--- src/rtl/freq_word_loader.sv ---
// freq_word_loader: parses HEADER,W2,W1,W0,CHK byte frames from a UART
// stream and atomically loads the 24-bit DDS frequency word.
module freq_word_loader #(
  parameter logic [7:0]  HEADER      = 8'hA5,
  parameter int unsigned TIMEOUT_CYC = 50000,
  parameter logic [23:0] RESET_WORD  = 24'd0
) (
  input  logic        clk,
  input  logic        rst_n,
  input  logic [7:0]  rx_data,
  input  logic        rx_valid,
  output logic        rx_ready,
  output logic [23:0] f_word,
  output logic        word_upd,
  output logic        frame_err
);

  localparam int unsigned CW =
    (TIMEOUT_CYC < 2) ? 1 : $clog2(TIMEOUT_CYC + 1);

  // The timeout fires on the edge where the idle count
  // would step onto TIMEOUT_CYC-1, i.e. while it holds
  // TIMEOUT_CYC-2.
  localparam int unsigned LIM_I =
    (TIMEOUT_CYC >= 2) ? TIMEOUT_CYC - 2 : 0;
  localparam logic [CW-1:0] LIM    = CW'(LIM_I);
  localparam bit            TMO_EN = (TIMEOUT_CYC != 0);

  typedef enum logic [2:0] {
    S_IDLE,
    S_B2,
    S_B1,
    S_B0,
    S_CHK,
    S_COMMIT
  } state_t;

  state_t        state;
  state_t        state_n;
  logic [23:0]   shadow;
  logic [23:0]   shadow_n;
  logic [CW-1:0] cnt;
  logic [CW-1:0] cnt_n;
  logic          load;
  logic          err;
  logic          accept;
  logic          in_frame;
  logic          chk_ok;
  logic          tmo;

  assign rx_ready = (state != S_COMMIT);
  assign accept   = rx_valid & rx_ready;
  assign in_frame = (state == S_B2) || (state == S_B1) ||
                    (state == S_B0) || (state == S_CHK);
  assign chk_ok   = rx_data ==
                    (shadow[23:16] ^ shadow[15:8] ^ shadow[7:0]);
  assign tmo      = TMO_EN && in_frame && !accept &&
                    (cnt >= LIM);

  // Next-state, shadow capture, idle counter and event strobes.
  always_comb begin
    state_n  = state;
    shadow_n = shadow;
    cnt_n    = cnt;
    load     = 1'b0;
    err      = 1'b0;

    unique case (state)
      S_IDLE: begin
        if (accept && rx_data == HEADER) begin
          state_n = S_B2;
        end
      end
      S_B2: begin
        if (accept) begin
          shadow_n[23:16] = rx_data;
          state_n         = S_B1;
        end
      end
      S_B1: begin
        if (accept) begin
          shadow_n[15:8] = rx_data;
          state_n        = S_B0;
        end
      end
      S_B0: begin
        if (accept) begin
          shadow_n[7:0] = rx_data;
          state_n       = S_CHK;
        end
      end
      S_CHK: begin
        if (accept) begin
          if (chk_ok) begin
            load    = 1'b1;
            state_n = S_COMMIT;
          end else begin
            err      = 1'b1;
            shadow_n = '0;
            state_n  = S_IDLE;
          end
        end
      end
      S_COMMIT: begin
        state_n = S_IDLE;
      end
      default: begin
        state_n = S_IDLE;
      end
    endcase

    if (!in_frame || accept) begin
      cnt_n = '0;
    end else if (tmo) begin
      cnt_n    = '0;
      err      = 1'b1;
      shadow_n = '0;
      state_n  = S_IDLE;
    end else if (cnt != '1) begin
      cnt_n = cnt + 1'b1;
    end
  end

  // State, shadow and idle counter registers.
  always_ff @(posedge clk or negedge rst_n) begin
    if (!rst_n) begin
      state  <= S_IDLE;
      shadow <= '0;
      cnt    <= '0;
    end else begin
      state  <= state_n;
      shadow <= shadow_n;
      cnt    <= cnt_n;
    end
  end

  // Output word loads all 24 bits at once; strobes last one cycle.
  always_ff @(posedge clk or negedge rst_n) begin
    if (!rst_n) begin
      f_word    <= RESET_WORD;
      word_upd  <= 1'b0;
      frame_err <= 1'b0;
    end else begin
      if (load) begin
        f_word <= shadow;
      end
      word_upd  <= load;
      frame_err <= err;
    end
  end

endmodule

--- config.mk ---
export PLATFORM = sky130hd
export DESIGN_NAME = freq_word_loader
export DESIGN_NICKNAME = d
export VERILOG_FILES = /design/src/rtl/freq_word_loader.sv
export SDC_FILE = /design/constraint.sdc
export NUM_CORES = 1
export LEC_CHECK = 0
export BUFFER_PORTS_ARGS = -buffer_cell sky130_fd_sc_hd__buf_2
export CORE_MARGIN = 2
export CORE_UTILIZATION = 35
export DETAILED_ROUTE_END_ITERATION = 10
export PLACE_DENSITY_LB_ADDON = 0.2
export SLEW_MARGIN = 20
export SYNTH_ARGS = -nofsm -noshare
export SYNTH_HDL_FRONTEND = slang
export SYNTH_SLANG_ARGS = --single-unit
--- constraint.sdc ---
create_clock -name clk -period 2.15 [get_ports clk]
set_input_delay 0.43 -clock clk [delete_from_list [all_inputs] [get_ports clk]]
set_output_delay 0.43 -clock clk [all_outputs]
set_load 0.02 [all_outputs]
==> results.py <==
metrics = {
    "global_routing": {
        "grt_max_degree": 70,
        "grt_pass1_wl_mm": 11.8,
        "antenna_found_initial": 0,
        "grtUsageTotal_pct": 15.0,
        "gr-total-overflow": 0,
        "first_global_vias": 2238,
    },
    "logic_synthesis": {
        "yosysUniqueCellTypes": 40,
        "synth_top_area_share_pct": 52.2,
        "postSynthCellCount": 301,
        "yosysSeqAreaShare_pct": 52.2,
        "synth_top_cells_by_area": "dfrtp_1, mux2_4, xnor2_1, xor2_1, o21ai_0",
        "yosysWarnings": 0,
        "yosys_register_bits": 69,
        "yosysTopAreaCell": "dfrtp_1",
        "syn_area_per_cell_um2": 11.0,
        "syn_area_mm2": 0.00331,
        "synth.net_count": 314,
    },
    "sta": {
        "relSlewSlack_pct": 60.1,
        "drv_slew": 0,
        "setup_viol": 0,
        "tightest_slew_ns": 0.595,
        "rsz0062_at_grt": "false",
        "clock_skew_ns": 0.0130,
        "max_freq_ghz": 0.492,
        "finalHoldViolations": 0,
        "min_period_ns": 2.03,
        "tns_ns": 0,
        "fin_crit_sh_pct": 94.5,
    },
    "critical_path": {
        "cp-start-kind": "flip-flop",
        "ff2ff_setup_slack_ns": 0.12,
        "cp.required_ns": 2.38,
        "r2r-start": "shadow[15]",
        "slowest_delay_ns": 0.43,
        "cp-end-kind": "flip-flop",
        "cp_cell_sequence": "xnor2_1, xnor2_1, nand4_1, nor2_2, nand3_4, buf_12, mux2_4",
        "crit_top_cell": "xnor2_1",
        "cp_max_fo": 21,
        "worst_path_max_delay_cell": "dfrtp_1",
        "worstPathArrival_ns": 2.26,
        "path_class": "reg -> reg",
        "crit_start": "shadow[15]",
    },
    "clocking": {
        "cts_tree": "built",
        "cts_sinks": 69,
        "cts.reportedPaths.clkPinSlew_ns": 0.08,
        "clockRootBuffer": "clkbuf_8",
        "clock_path_buffers": 2,
        "clock_latency_ns": 0.35,
        "htree_num_levels": 3,
        "hold_buffers": 0,
        "cts_buffers": 9,
    },
    "floorplan": {
        "fp.dieH_um": 101,
        "die_w_um": 101,
        "ios": 38,
        "start_util_pct": 36.0,
        "core_area_mm2": 0.00920,
        "die-area_mm2": 0.0102,
        "std_cell_rows": 35,
    },
    "drt": {
        "viasPerCell": 4.95,
        "routedWlPerCell_um": 15.0,
        "drt_iter0_markers": 86,
        "ant_nets": 0,
        "first_pass_iters": 4,
        "route.detailed.drc": 0,
        "num_vias": 2358,
        "routed_wl_mm": 7.15,
    },
    "layout": {
        "nFillCells": 885,
        "nNetsFinal": 373,
        "fin_util_pct": 43.4,
        "final_cell_mix": "dfrtp_1, buf_2, nor2_1",
        "area_growth_pct": 20.6,
        "drive_above_1_share_pct": 28.8,
        "final_common_cell": "dfrtp_1",
        "diodes": 0,
    },
    "status": {
        "outcome": "completed",
    },
    "placed_design": {
        "gp_congestion": 0.869,
        "port-buffer-count": 37,
        "hpwl_mm": 4.83,
    },
    "power": {
        "power_density_mw_per_mm2": 1020,
        "ir_drop_v": 0.000307,
        "power_leakage_nw": 1.93,
        "p_total_w": 0.00405,
    },
    "job": {
        "drv_cap": 0,
    },
    "worst_hold_path": {
        "hold_class": "in -> async",
    },
}
==> worst max-delay path: cells and delay by family (launching register included) <==
family | cells | cell delay, ns
AND/OR/NAND/NOR | 3 | 0.61
flip-flops | 1 | 0.43
XOR/XNOR | 2 | 0.37
multiplexers | 1 | 0.30
buffers and inverters | 1 | 0.19
==> path summary, 6_finish.rpt <==
kind,endpoint,depth (start not counted)
worst max register to register,f_word[22],7
max in group asynchronous,shadow[10],2
worst max-delay path,f_word[22],7
worst min register to register,f_word[6],1
min in group clk,shadow[8],3
worst min-delay path,word_upd,2
==> Yosys cell counts <==
cell type,count
dfrtp_1,69
nor2_1,25
nand2_1,24
o21ai_0,23
xnor2_1,23
inv_1,20
mux2_4,17
xor2_1,14
a22o_1,9
nand3_1,8
a31oi_1,7
mux2_2,7
nand4_1,7
and3_1,6
nor3_1,4
clkbuf_1,3
a211oi_1,2
a21oi_1,2
a22oi_1,2
and2_1,2
buf_2,2
buf_6,2
ha_1,2
nor4_1,2
nor4bb_1,2
o211ai_1,2
or3_1,2
a311oi_1,1
a31o_2,1
a41oi_1,1
and2_0,1
buf_1,1
nand2b_1,1
nand3_2,1
nand3_4,1
nand3b_1,1
nor2_2,1
nor2b_1,1
or2_2,1
or3b_2,1
==> cells by family after synthesis <==
family / Yosys count / synth area share [%]
AND/OR/NAND/NOR: 91 / 13.8
flip-flops: 69 / 52.2
AO/OA/AOI/OAI: 50 / 9.64
adder cells (fa/ha/maj): 2 / 0.756
multiplexers: 24 / 10.1
buffers and inverters: 28 / 3.70
XOR/XNOR: 37 / 9.79
==> sequential cells by signal, indices dropped and copies added, names as in the netlist <==
register   cells
cnt           16
f_word        24
frame_err      1
shadow        24
state          3
word_upd       1
==> per-stage QoR <==
stage | worst slack [ns] | hold WS (ns) | cell area, um^2 | std cells
global route | 0.0168 | 0.112 | 3990 | 476
floorplan | 0.219 | 0.134 | 3310 | 301
CTS | 0.0534 | 0.102 | 3970 | 476
detailed placement | 0.0556 | 0.489 | 3770 | 460
global placement | 0.0639 | 0.483 | 3770 | 460
finish | 0.119 | 0.101 | 3990 | 476
==> layer usage <==
metal / wire length, um / vias up / GRT usage (%)
met5: 0 / - / 0
met4: 114 / 0 / 6.55
met3: 215 / 10 / 3.38
met2: 3160 / 33 / 21.0
met1: 3660 / 1161 / 22.3
li1: - / 1154 / -
==> final cells by class <==
cell class | count | area (um^2) | share of cell area [%]
clock buffers | 9 | 124 | 3.10
clock inverters | 7 | 75.1 | 1.88
inverters | 20 | 75.1 | 1.88
multi-input cells | 204 | 1490 | 37.2
flip-flops and latches | 69 | 1730 | 43.3
well taps | 111 | 139 | 3.48
repair buffers | 56 | 365 | 9.15
==> power by group <==
group	internal, W	switching, W
Clock	0.000539	0.000533
Combinational	0.000579	0.000568
Sequential	0.00153	0.000305
Total	0.00265	0.00140
==> timing repair <==
action / CTS / global route
hold endpoints to repair: 0 / 0
gates resized for setup: 0 / 5
setup buffers: 0 / 0
endpoints found under the setup margin: 0 / 24
Power figures use the tool's default switching activity.
